==> config.mk <==
export PLATFORM = sky130hd
export DESIGN_NAME = digit_scan_convert_flat
export DESIGN_NICKNAME = d
export VERILOG_FILES = /design/src/rtl/digit_scan_convert_pkg.sv /design/src/rtl/digit_scan_convert_if.sv /design/src/rtl/digit_scan_convert_scan_regfile.sv /design/src/rtl/digit_scan_convert.sv /design/src/flat_wrapper.sv
export SDC_FILE = /design/constraint.sdc
export NUM_CORES = 1
export LEC_CHECK = 0
export ABC_CLOCK_PERIOD_IN_PS = 2900
export BUFFER_PORTS_ARGS = -buffer_cell sky130_fd_sc_hd__buf_4
export CORE_MARGIN = 8
export CORE_UTILIZATION = 30
export CTS_CLUSTER_DIAMETER = 30
export DETAILED_ROUTE_END_ITERATION = 7
export SETUP_SLACK_MARGIN = 0.5
export SLEW_MARGIN = 20
export SYNTH_ARGS = -nofsm -noshare
export SYNTH_HDL_FRONTEND = slang
export SYNTH_SLANG_ARGS = --single-unit
==> constraint.sdc <==
create_clock -name Clk -period 2.9 [get_ports Clk]
set_input_delay 0.145 -clock Clk [delete_from_list [all_inputs] [get_ports Clk]]
set_output_delay 0.145 -clock Clk [all_outputs]
set_load 0.02 [all_outputs]
==> src/rtl/digit_scan_convert_pkg.sv <==
// Shared definitions for the digit scan/convert engine: default geometry,
// FSM state encoding and the ASCII digit range.
package digit_scan_convert_pkg;

  localparam int DATA_W_DEF = 8;
  localparam int DEPTH_DEF  = 16;
  localparam int ADDR_W_DEF = 4;

  localparam logic [7:0] ASCII_ZERO = 8'd48;
  localparam logic [7:0] ASCII_NINE = 8'd57;

  typedef enum logic [2:0] {
    IDLE  = 3'd0,
    READ  = 3'd1,
    CHECK = 3'd2,
    WRITE = 3'd3,
    DONE  = 3'd4
  } state_t;

  function automatic logic is_ascii_digit(input logic [7:0] c);
    return (c >= ASCII_ZERO) && (c <= ASCII_NINE);
  endfunction

endpackage

==> src/rtl/digit_scan_convert_if.sv <==
// Control, status and host access signals of digit_scan_convert.
interface digit_scan_convert_if #(
  parameter int DATA_W = 8,
  parameter int ADDR_W = 4
) ();

  logic              go;
  logic              mode;
  logic [DATA_W-1:0] lo;
  logic [DATA_W-1:0] hi;
  logic [DATA_W-1:0] offset;
  logic              host_we;
  logic [ADDR_W-1:0] host_addr;
  logic [DATA_W-1:0] host_wdata;
  logic [DATA_W-1:0] host_rdata;
  logic              busy;
  logic              done;
  logic [ADDR_W:0]   count;

  modport master (
    output go, mode, lo, hi, offset, host_we, host_addr, host_wdata,
    input  host_rdata, busy, done, count
  );

  modport slave (
    input  go, mode, lo, hi, offset, host_we, host_addr, host_wdata,
    output host_rdata, busy, done, count
  );

endinterface

==> src/rtl/digit_scan_convert_scan_regfile.sv <==
// DEPTH x DATA_W register file with one synchronous read port, one write
// port, and a synchronous clear of every entry on Rst.
module scan_regfile #(
  parameter int DATA_W = 8,
  parameter int DEPTH  = 16,
  parameter int ADDR_W = 4
) (
  input  logic              Clk,
  input  logic              Rst,
  input  logic [ADDR_W-1:0] raddr,
  output logic [DATA_W-1:0] rdata,
  input  logic              we,
  input  logic [ADDR_W-1:0] waddr,
  input  logic [DATA_W-1:0] wdata
);

  logic [DATA_W-1:0] mem [DEPTH];

  // A read that coincides with a write to the same address returns old data.
  always_ff @(posedge Clk) begin
    if (Rst) begin
      for (int k = 0; k < DEPTH; k++) mem[k] <= '0;
      rdata <= '0;
    end else begin
      if (we) mem[waddr] <= wdata;
      rdata <= mem[raddr];
    end
  end

endmodule

==> src/rtl/digit_scan_convert.sv <==
// Scan engine: counts entries in [lo, hi] and optionally rewrites them as
// value - offset. Define NONMATCH_ZERO_EN to zero non-matching entries in convert mode.
module digit_scan_convert
  import digit_scan_convert_pkg::*;
#(
  parameter int DATA_W = DATA_W_DEF,
  parameter int DEPTH  = DEPTH_DEF,
  parameter int ADDR_W = ADDR_W_DEF
) (
  input logic               Clk,
  input logic               Rst,
  digit_scan_convert_if.slave bus
);

  state_t            state_q, state_nxt;
  logic [ADDR_W-1:0] idx;
  logic [ADDR_W:0]   count_q;
  logic              mode_q;
  logic [DATA_W-1:0] lo_q, hi_q, off_q, wr_val_q;
  logic              start, inc_idx, busy, last, match, need_write;
  logic [DATA_W-1:0] rf_rdata, rf_wdata;
  logic [ADDR_W-1:0] rf_raddr, rf_waddr;
  logic              rf_we;
  logic              host_sel;
  logic [DATA_W-1:0] host_hold;

  assign busy  = (state_q == READ) || (state_q == CHECK) || (state_q == WRITE);
  assign last  = (idx == ADDR_W'(DEPTH - 1));
  assign match = (rf_rdata >= lo_q) && (rf_rdata <= hi_q);

`ifdef NONMATCH_ZERO_EN
  assign need_write = mode_q;
`else
  assign need_write = mode_q && match;
`endif

  always_ff @(posedge Clk) begin
    if (Rst) state_q <= IDLE;
    else     state_q <= state_nxt;
  end

  always_comb begin
    state_nxt = state_q;
    start     = 1'b0;
    inc_idx   = 1'b0;
    case (state_q)
      IDLE, DONE: begin
        if (bus.go) begin
          start     = 1'b1;
          state_nxt = READ;
        end
      end
      READ: state_nxt = CHECK;
      CHECK: begin
        if (need_write) begin
          state_nxt = WRITE;
        end else if (last) begin
          state_nxt = DONE;
        end else begin
          inc_idx   = 1'b1;
          state_nxt = READ;
        end
      end
      WRITE: begin
        if (last) begin
          state_nxt = DONE;
        end else begin
          inc_idx   = 1'b1;
          state_nxt = READ;
        end
      end
      default: state_nxt = IDLE;
    endcase
  end

  // Scan parameters are frozen at go so the host may change them mid-scan.
  always_ff @(posedge Clk) begin
    if (Rst) begin
      idx      <= '0;
      count_q  <= '0;
      mode_q   <= 1'b0;
      lo_q     <= '0;
      hi_q     <= '0;
      off_q    <= '0;
      wr_val_q <= '0;
    end else if (start) begin
      idx     <= '0;
      count_q <= '0;
      mode_q  <= bus.mode;
      lo_q    <= bus.lo;
      hi_q    <= bus.hi;
      off_q   <= bus.offset;
    end else begin
      if (state_q == CHECK) begin
        if (match) count_q <= count_q + (ADDR_W + 1)'(1);
        wr_val_q <= match ? (rf_rdata - off_q) : '0;
      end
      if (inc_idx) idx <= idx + ADDR_W'(1);
    end
  end

  // The engine owns both array ports while busy; otherwise the host does.
  always_comb begin
    rf_raddr = bus.host_addr;
    rf_waddr = bus.host_addr;
    rf_wdata = bus.host_wdata;
    rf_we    = bus.host_we;
    if (busy) begin
      rf_raddr = idx;
      rf_waddr = idx;
      rf_wdata = wr_val_q;
      rf_we    = (state_q == WRITE);
    end
  end

  scan_regfile #(
    .DATA_W(DATA_W),
    .DEPTH (DEPTH),
    .ADDR_W(ADDR_W)
  ) u_regfile (
    .Clk  (Clk),
    .Rst  (Rst),
    .raddr(rf_raddr),
    .rdata(rf_rdata),
    .we   (rf_we),
    .waddr(rf_waddr),
    .wdata(rf_wdata)
  );

  // host_rdata follows the array only for cycles answering a host read.
  always_ff @(posedge Clk) begin
    if (Rst) begin
      host_sel  <= 1'b0;
      host_hold <= '0;
    end else begin
      host_sel <= !busy && !bus.host_we;
      if (host_sel) host_hold <= rf_rdata;
    end
  end

  assign bus.host_rdata = host_sel ? rf_rdata : host_hold;
  assign bus.busy       = busy;
  assign bus.done       = (state_q == DONE);
  assign bus.count      = count_q;

endmodule

==> src/flat_wrapper.sv <==
// flat-port wrapper written by rule: the top's interface ports become plain ports
module digit_scan_convert_flat import digit_scan_convert_pkg::*;
#(
  parameter int DATA_W = DATA_W_DEF,
  parameter int DEPTH  = DEPTH_DEF,
  parameter int ADDR_W = ADDR_W_DEF
)
  (Clk, Rst, bus_go, bus_mode, bus_lo, bus_hi, bus_offset, bus_host_we, bus_host_addr, bus_host_wdata, bus_host_rdata, bus_busy, bus_done, bus_count);
  digit_scan_convert_if #(.DATA_W(DATA_W), .ADDR_W(ADDR_W)) bus_i ();
  input logic Clk;
  input logic Rst;
  input wire logic [$bits(bus_i.go)-1:0] bus_go;
  input wire logic [$bits(bus_i.mode)-1:0] bus_mode;
  input wire logic [$bits(bus_i.lo)-1:0] bus_lo;
  input wire logic [$bits(bus_i.hi)-1:0] bus_hi;
  input wire logic [$bits(bus_i.offset)-1:0] bus_offset;
  input wire logic [$bits(bus_i.host_we)-1:0] bus_host_we;
  input wire logic [$bits(bus_i.host_addr)-1:0] bus_host_addr;
  input wire logic [$bits(bus_i.host_wdata)-1:0] bus_host_wdata;
  output wire logic [$bits(bus_i.host_rdata)-1:0] bus_host_rdata;
  output wire logic [$bits(bus_i.busy)-1:0] bus_busy;
  output wire logic [$bits(bus_i.done)-1:0] bus_done;
  output wire logic [$bits(bus_i.count)-1:0] bus_count;
  assign bus_i.go = bus_go;
  assign bus_i.mode = bus_mode;
  assign bus_i.lo = bus_lo;
  assign bus_i.hi = bus_hi;
  assign bus_i.offset = bus_offset;
  assign bus_i.host_we = bus_host_we;
  assign bus_i.host_addr = bus_host_addr;
  assign bus_i.host_wdata = bus_host_wdata;
  assign bus_host_rdata = bus_i.host_rdata;
  assign bus_busy = bus_i.busy;
  assign bus_done = bus_i.done;
  assign bus_count = bus_i.count;
  digit_scan_convert #(.DATA_W(DATA_W), .DEPTH(DEPTH), .ADDR_W(ADDR_W)) u_core (.Clk(Clk), .Rst(Rst), .bus(bus_i));
endmodule
==> flow_metrics.py, run 1 <==
metrics = {
    "global_route": {
        "grt_pass1_vias": 6253,
        "grt_first_pass_wirelength_mm": 35.49,
        "grt_max_degree": 46,
        "gr-total-overflow": 0,
        "grt_usage_pct": 13.69,
        "antenna_found_initial": 0,
    },
    "power": {
        "p_per_area_nw_per_um2": 605.1,
        "clock_power_share_pct": 38.7,
        "internal-power_mw": 4.899,
        "seq_power_share_pct": 46.7,
        "p_sw_mw": 1.685,
        "p_leak_nw": 4.129,
        "power.combinational.fraction_pct": 14.6,
        "finalPower_mw": 6.584,
        "p_sw_share_pct": 25.60,
        "vdd_ir_drop_max_mv": 0.3604,
    },
    "setup_path": {
        "crit_chain": "o21bai_4 -> mux2_4 -> buf_12 -> mux2i_1 -> o22ai_1 -> o41a_1",
        "path_max_fanout": 28,
        "worstSetupPathType": "register to register",
        "cp_slowest_cell": "dfxtp_1",
        "critPathCaptureType": "register",
        "start_kind": "register",
        "cp.required_ps": 3210,
        "slowest_delay_ps": 490,
        "arrival_ps": 2630,
    },
    "worst_hold_path": {
        "hold_path_class": "primary input to register",
    },
    "detailed_routing": {
        "wl_mm": 23.12,
        "met1Wirelength_mm": 10.54,
        "dr.first_iter.drc_count": 406,
        "num_vias": 6207,
        "met3_length_mm": 1.075,
        "ant_nets": 0,
        "wl_per_cell_um": 17.94,
        "highest_layer": "met4",
        "route.detailed.drc": 0,
        "first_pass_iters": 5,
        "via_per_inst": 4.815,
        "wl_met2_mm": 10.87,
    },
    "placed_design": {
        "placed_area_um2": 9649,
        "place_congestion": 0.8628,
        "hpwl_mm": 16.29,
        "portBuffers": 55,
        "dpl_worst_slack_ps": 337.4,
    },
    "sta": {
        "slew_headroom_pct": 52.10,
        "fmax_ghz": 0.4310,
        "finalSetupViolCount": 0,
        "setup_slack_ps": 579.7,
        "drv_slew": 0,
        "tns_ps": 0,
        "hold_viol": 0,
        "fin_skew_ps": 11.52,
        "rsz0062_at_grt": "false",
        "tightestPinTransition_ps": 713.7,
        "period_minus_slack_ps": 2320,
        "period_share_pct": 80.01,
    },
    "clocking": {
        "clk_latency_ps": 430,
        "cts.clk_slew.worst_paths_ps": 70,
        "cts_tree": "yes",
        "root_buffer": "clkbuf_16",
        "cts_max_path_buffers": 2,
        "htreeDepth": 4,
        "cts_buffers": 17,
        "clock_sinks": 190,
    },
    "die": {
        "initial_utilization_pct": 30.26,
        "die_h_um": 185.7,
        "die_x_um": 185.7,
        "io_pins": 56,
        "dieArea_um2": 34480,
        "rows": 62,
        "core_um2": 28550,
    },
    "synthesis": {
        "synth_edf_count": 128,
        "synth-seq-cells": 190,
        "synth_top_area_share_pct": 44.49,
        "ys_warn_count": 0,
        "syn_area_um2": 8640,
        "async_flop_share_pct": 0,
        "synthCells": 780,
        "synth_top_cells_by_count": "nor2_1, edfxtp_1, nand2_1",
        "post-synth-top-count-cell": "nor2_1",
        "synth-main-ff-cell": "edfxtp_1",
        "synthTopCellsByArea": "edfxtp_1, dfxtp_1, mux2i_1",
        "ys_types": 48,
        "syn_avg_cell_area_um2": 11.08,
        "synth_top_cell_by_area": "edfxtp_1",
        "ys_seq_area_share_pct": 58.86,
        "syn_nets": 847,
    },
    "status": {
        "status": "complete, no violations",
    },
    "layout": {
        "final-seq-area_um2": 5110,
        "final_net_count": 959,
        "nFillCells": 2823,
        "drive_above_1_share_pct": 20.77,
        "final_area_um2": 10880,
        "multi_input_area_um2": 3526,
        "utilization_pct": 38.12,
        "area_delta_synth_final_pct": 25.95,
        "antenna_cells": 0,
    },
    "run": {
        "max_cap_violations": 0,
    },
}
-- cell families after synthesis --
group,Yosys count,synth area share (%)
compound gates,116,8.892
xor+xnor,7,0.7096
fa+ha+maj,26,3.852
buf+inv,57,2.809
flops,190,58.86
mux,86,10.20
simple gates,298,14.69
-- flip-flops by register name (all words and copies together), names as in the netlist, 3 cells and up --
register                cells
u_core.wr_val_q             8
u_core.state_q              3
u_core.host_hold            8
u_core.u_regfile.rdata      8
u_core.bus.count            5
u_core.idx                  4
u_core.off_q                8
u_core.lo_q                 8
u_core.hi_q                 8
u_core.u_regfile.mem      128
-- path summary, 6_finish.rpt --
path | startpoint | end | slack [ps] | cells past startpoint
min reg2reg | u_core.lo_q[4] | u_core.lo_q[4] | 450 | 2
max reg2reg | u_core.state_q[0] | u_core.u_regfile.rdata[3] | 580 | 6
max | u_core.state_q[0] | u_core.u_regfile.rdata[3] | 580 | 6
min | Rst | u_core.state_q[2] | 150 | 2
-- area by class of cell --
type | count | area share [%]
inverter | 27 | 0.9314
sequential | 190 | 46.96
clock inverter | 12 | 1.690
tap | 384 | 4.415
clock buffer | 20 | 4.197
timing repair buffer | 123 | 9.406
multi-input combinational | 533 | 32.40
-- worst max-delay path: cells and delay by family (launching register included) --
| family | cells | cell delay [ps] |
|---|---|---|
| buffers and inverters | 1 | 250 |
| AOI/OAI and AO/OA | 3 | 690 |
| muxes | 2 | 730 |
| DFF | 1 | 490 |
-- routing by layer --
metal	up-vias	global-route usage [%]
met1	2979	17.77
met4	0	5.907
li1	3011	-
met5	-	0
met3	44	2.713
met2	173	21.93
-- power groups by stage --
stage                     Clock, mW  Sequential (mW)  Combinational (mW)
after global placement            0             3.13               0.837
after CTS                      2.58             3.07               0.885
final                          2.55             3.07               0.960
after detailed placement          0             3.13               0.844
after global routing           2.67             3.08                1.05
after floorplan                   0             3.09               0.569
-- what timing repair did --
item | CTS | global route
buffers inserted | 0 | 10
hold buffers | 27 | 0
endpoints found under the hold margin | 27 | 0
pin swaps | 0 | 7
setup endpoints to repair | 118 | 246
resized for setup | 13 | 49
-- stage by stage --
step                      hold WS (ps)  std cells
final                            152.2       1289
after detailed placement         344.2       1220
after global routing             164.8       1289
after floorplan                  224.3        780
after global placement           346.9       1220
after CTS                        156.6       1279
-- cell usage in the layout, fill, tap and decap left out, types with 3 or more instances in the layout --
cell type / n
nand4_1: 3
xnor2_1: 5
ha_1: 21
dfxtp_1: 52
nor2_1: 138
mux2_2: 9
clkbuf_16: 17
nand2_1: 82
o21ai_0: 7
nor3_4: 5
o41a_1: 9
clkinv_4: 4
a21o_1: 4
a22o_1: 8
inv_1: 26
dfxtp_2: 5
bufinv_16: 4
nand2b_1: 7
o22ai_1: 32
or3_1: 8
edfxtp_1: 128
nor2b_1: 11
buf_4: 93
nand3_1: 9
nor3_1: 4
ha_4: 4
nand3b_1: 3
o21ai_1: 3
a21oi_1: 37
nand2_2: 16
nand2_4: 4
dlygate4sd3_1: 27
dfxtp_4: 5
mux2i_1: 75
Power figures use the tool's default switching activity.
==> run 2, diff against run 1 <==
--- a/config.mk
+++ b/config.mk
@@ -5,7 +5,8 @@
 export SDC_FILE = /design/constraint.sdc
 export NUM_CORES = 1
 export LEC_CHECK = 0
-export ABC_CLOCK_PERIOD_IN_PS = 2900
+export ABC_AREA = 1
+export ABC_CLOCK_PERIOD_IN_PS = 2390
 export BUFFER_PORTS_ARGS = -buffer_cell sky130_fd_sc_hd__buf_4
 export CORE_MARGIN = 8
 export CORE_UTILIZATION = 30
==> constraint.sdc (replaced) <==
create_clock -name Clk -period 2.39 [get_ports Clk]
set_input_delay 0.1195 -clock Clk [delete_from_list [all_inputs] [get_ports Clk]]
set_output_delay 0.1195 -clock Clk [all_outputs]
set_load 0.02 [all_outputs]
==> run 2 against run 1 <==
  * Critical path depth increased by 4
  * Critical path type unchanged
  * Global-route usage down 0.21 points
  * Wire length rose by 8.8%
  * First-iteration DRC count grew 51%
  * Worst setup slack worse by 100 ps
  * Non-clock buffer count grew 13
  * Hold slack got worse by 140 ps
  * Sequential power increased by 24%
  * Synthesized cell count up 41%
==> flow_metrics.py, run 2 <==
metrics = {
    "detailed_routing": {
        "wl_mm": 25.14,
        "num_vias": 7519,
        "ant_nets": 0,
        "wl_per_cell_um": 15.56,
        "route.detailed.drc": 0,
        "dr.first_iter.drc_count": 613,
        "first_pass_iters": 5,
        "via_per_inst": 4.653,
    },
    "die": {
        "die_x_um": 191,
        "io_pins": 56,
        "core_um2": 30350,
        "initial_utilization_pct": 30.27,
        "dieArea_um2": 36480,
        "die_h_um": 191,
        "rows": 64,
    },
    "synthesis": {
        "ys_seq_area_share_pct": 55.35,
        "synthTopCellsByArea": "edfxtp_1, nand2_1, dfxtp_1",
        "synth_top_cell_by_area": "edfxtp_1",
        "async_flop_share_pct": 0,
        "ys_types": 37,
        "syn_area_um2": 9188,
        "synth_top_cells_by_count": "nand2_1, nor2_1, edfxtp_1",
        "synthCells": 1097,
        "syn_avg_cell_area_um2": 8.375,
        "ys_warn_count": 0,
        "synth-main-ff-cell": "edfxtp_1",
        "post-synth-top-count-cell": "nand2_1",
        "synth-seq-cells": 190,
        "syn_nets": 1164,
        "synth_edf_count": 128,
        "synth_top_area_share_pct": 41.84,
    },
    "global_route": {
        "grt_pass1_vias": 7047,
        "antenna_found_initial": 0,
        "grt_max_degree": 46,
        "grt_usage_pct": 13.48,
        "gr-total-overflow": 0,
        "grt_first_pass_wirelength_mm": 38.65,
    },
    "layout": {
        "utilization_pct": 38.70,
        "final_common_cell": "nand2_1",
        "drive_above_1_share_pct": 20.74,
        "area_delta_synth_final_pct": 27.85,
        "largest_register_ff_count": 128,
        "final_cell_mix": "nand2_1, nor2_1, edfxtp_1",
        "regMostFlops": "u_core.u_regfile.mem",
        "final_net_count": 1274,
        "final_area_um2": 11750,
        "antenna_cells": 0,
    },
    "placed_design": {
        "place_congestion": 0.8226,
        "portBuffers": 55,
        "hpwl_mm": 16.61,
        "placed_area_um2": 10220,
    },
    "power": {
        "vdd_ir_drop_max_mv": 0.4572,
        "p_leak_nw": 5.188,
        "p_per_area_nw_per_um2": 725.6,
    },
    "run": {
        "max_cap_violations": 0,
    },
    "sta": {
        "drv_slew": 0,
        "fin_skew_ps": 11.04,
        "fmax_ghz": 0.5233,
        "tightestPinTransition_ps": 821.0,
        "hold_viol": 0,
        "slew_headroom_pct": 45.27,
        "tns_ps": 0,
        "rsz0062_at_grt": "true",
        "period_minus_slack_ps": 1911,
        "finalSetupViolCount": 0,
        "period_share_pct": 79.96,
    },
    "clocking": {
        "clk_latency_ps": 430,
        "cts.clk_slew.worst_paths_ps": 70,
        "root_buffer": "clkbuf_16",
        "cts_max_path_buffers": 2,
        "cts_tree": "yes",
        "clock_sinks": 190,
        "cts_buffers": 17,
        "htreeDepth": 4,
    },
    "setup_path": {
        "cp.required_ps": 2520,
        "r2r_start": "u_core.state_q[0]",
        "rrSetupSlack_ps": 480,
        "r2r-end": "u_core.u_regfile.mem[7][4]",
        "crit_start": "u_core.state_q[0]",
        "cp-endpoint": "u_core.u_regfile.mem[7][4]",
        "start_kind": "register",
        "worstSetupPathType": "register to register",
        "reg2regPathDepth": 10,
        "critPathCaptureType": "register",
        "path_max_fanout": 9,
        "arrival_ps": 2040,
    },
    "status": {
        "status": "complete, no violations",
    },
    "worst_hold_path": {
        "hold_path_class": "primary input to register",
    },
}
==> run 2: cell count changes in the layout (fill, tap and decap cells not counted), sizes merged, moves of 11 or more <==
cell / change
nor2b: -11
mux2i: -68
nand2: +358
a21oi: +13
nor2: +43
inv: +31
buf: +16
o22ai: -32
o21ai: +20
nand3: +11
==> run 2: metal layers <==
layer | share of wire (%) | global-route usage (%) | up-vias
li1 | - | - | 3737
met1 | 47 | 18.75 | 3587
met2 | 47 | 21.29 | 171
met3 | 5.0 | 2.080 | 24
met4 | 1.2 | 4.057 | 0
met5 | 0 | 0 | -
==> run 2: metrics by stage <==
stage	setup WS, ps	total power [mW]	hold slack, ps	cells
3_3_place_gp	187.0	5.496	342.0	1536
3_5_place_dp	151.1	5.512	351.4	1536
5_1_grt	414.9	8.918	17.87	1616
2_1_floorplan	437.3	4.970	198.8	1097
4_1_cts	468.1	8.308	2.527	1603
6_report	479.0	8.524	12.27	1616
==> run 2: what timing repair did <==
item                                    in CTS  in global routing
resized for setup                           49                 95
setup buffers                               12                 11
cloned                                       0                  2
hold buffers                                23                  0
pin swaps                                   10                 11
hold endpoints to repair                    23                  0
endpoints found under the setup margin     254                250
==> run 2: cells by family (layout without fill, tap and decap cells) <==
| kind of cell | Yosys count | in the layout | synth area share [%] |
|---|---|---|---|
| flops | 190 | 190 | 55.35 |
| fa+ha+maj | 26 | 26 | 3.623 |
| simple gates | 679 | 679 | 29.69 |
| buf+inv | 101 | 224 | 4.780 |
| compound gates | 87 | 87 | 5.121 |
| xor+xnor | 6 | 6 | 0.5721 |
| mux | 8 | 8 | 0.8716 |
==> run 2: power breakdown <==
group          internal, mW  switching (mW)
registers              3.69           0.118
clock network          1.47            1.23
logic                 0.762            1.26
==> run 2: critical path, stage by stage, from the launching register on <==
cell     delay (ps)
dfxtp_4         380
inv_4            60
nand2_4         100
nand2_8          80
nand2_4          90
nand2_8          80
buf_4           160
nor3_4          200
buf_6           150
nand2_2         140
nand2_4         160
==> run 2: how the worst min path moves through the flow <==
| stage | startpoint | to | slack, ps | cells after the start |
|---|---|---|---|---|
| after floorplan | bus_host_we | u_core.host_sel | 200 | 1 |
| after global placement | bus_mode | u_core.mode_q | 340 | 3 |
| after detailed placement | bus_host_we | u_core.host_sel | 350 | 2 |
| after CTS | bus_hi[3] | u_core.hi_q[3] | 3 | 3 |
| after global routing | bus_offset[3] | u_core.off_q[3] | 20 | 3 |
| final | bus_hi[3] | u_core.hi_q[3] | 10 | 3 |
==> run 2: final cells by class <==
type,instances,area (µm²)
timing repair inverter,1,8.758
clock inverter,10,57.56
inverter,55,231.5
clock buffer,22,495.5
tap,396,495.5
multi-input combinational,806,4095
sequential,190,5110
fill,2933,18600
timing repair buffer,136,1252
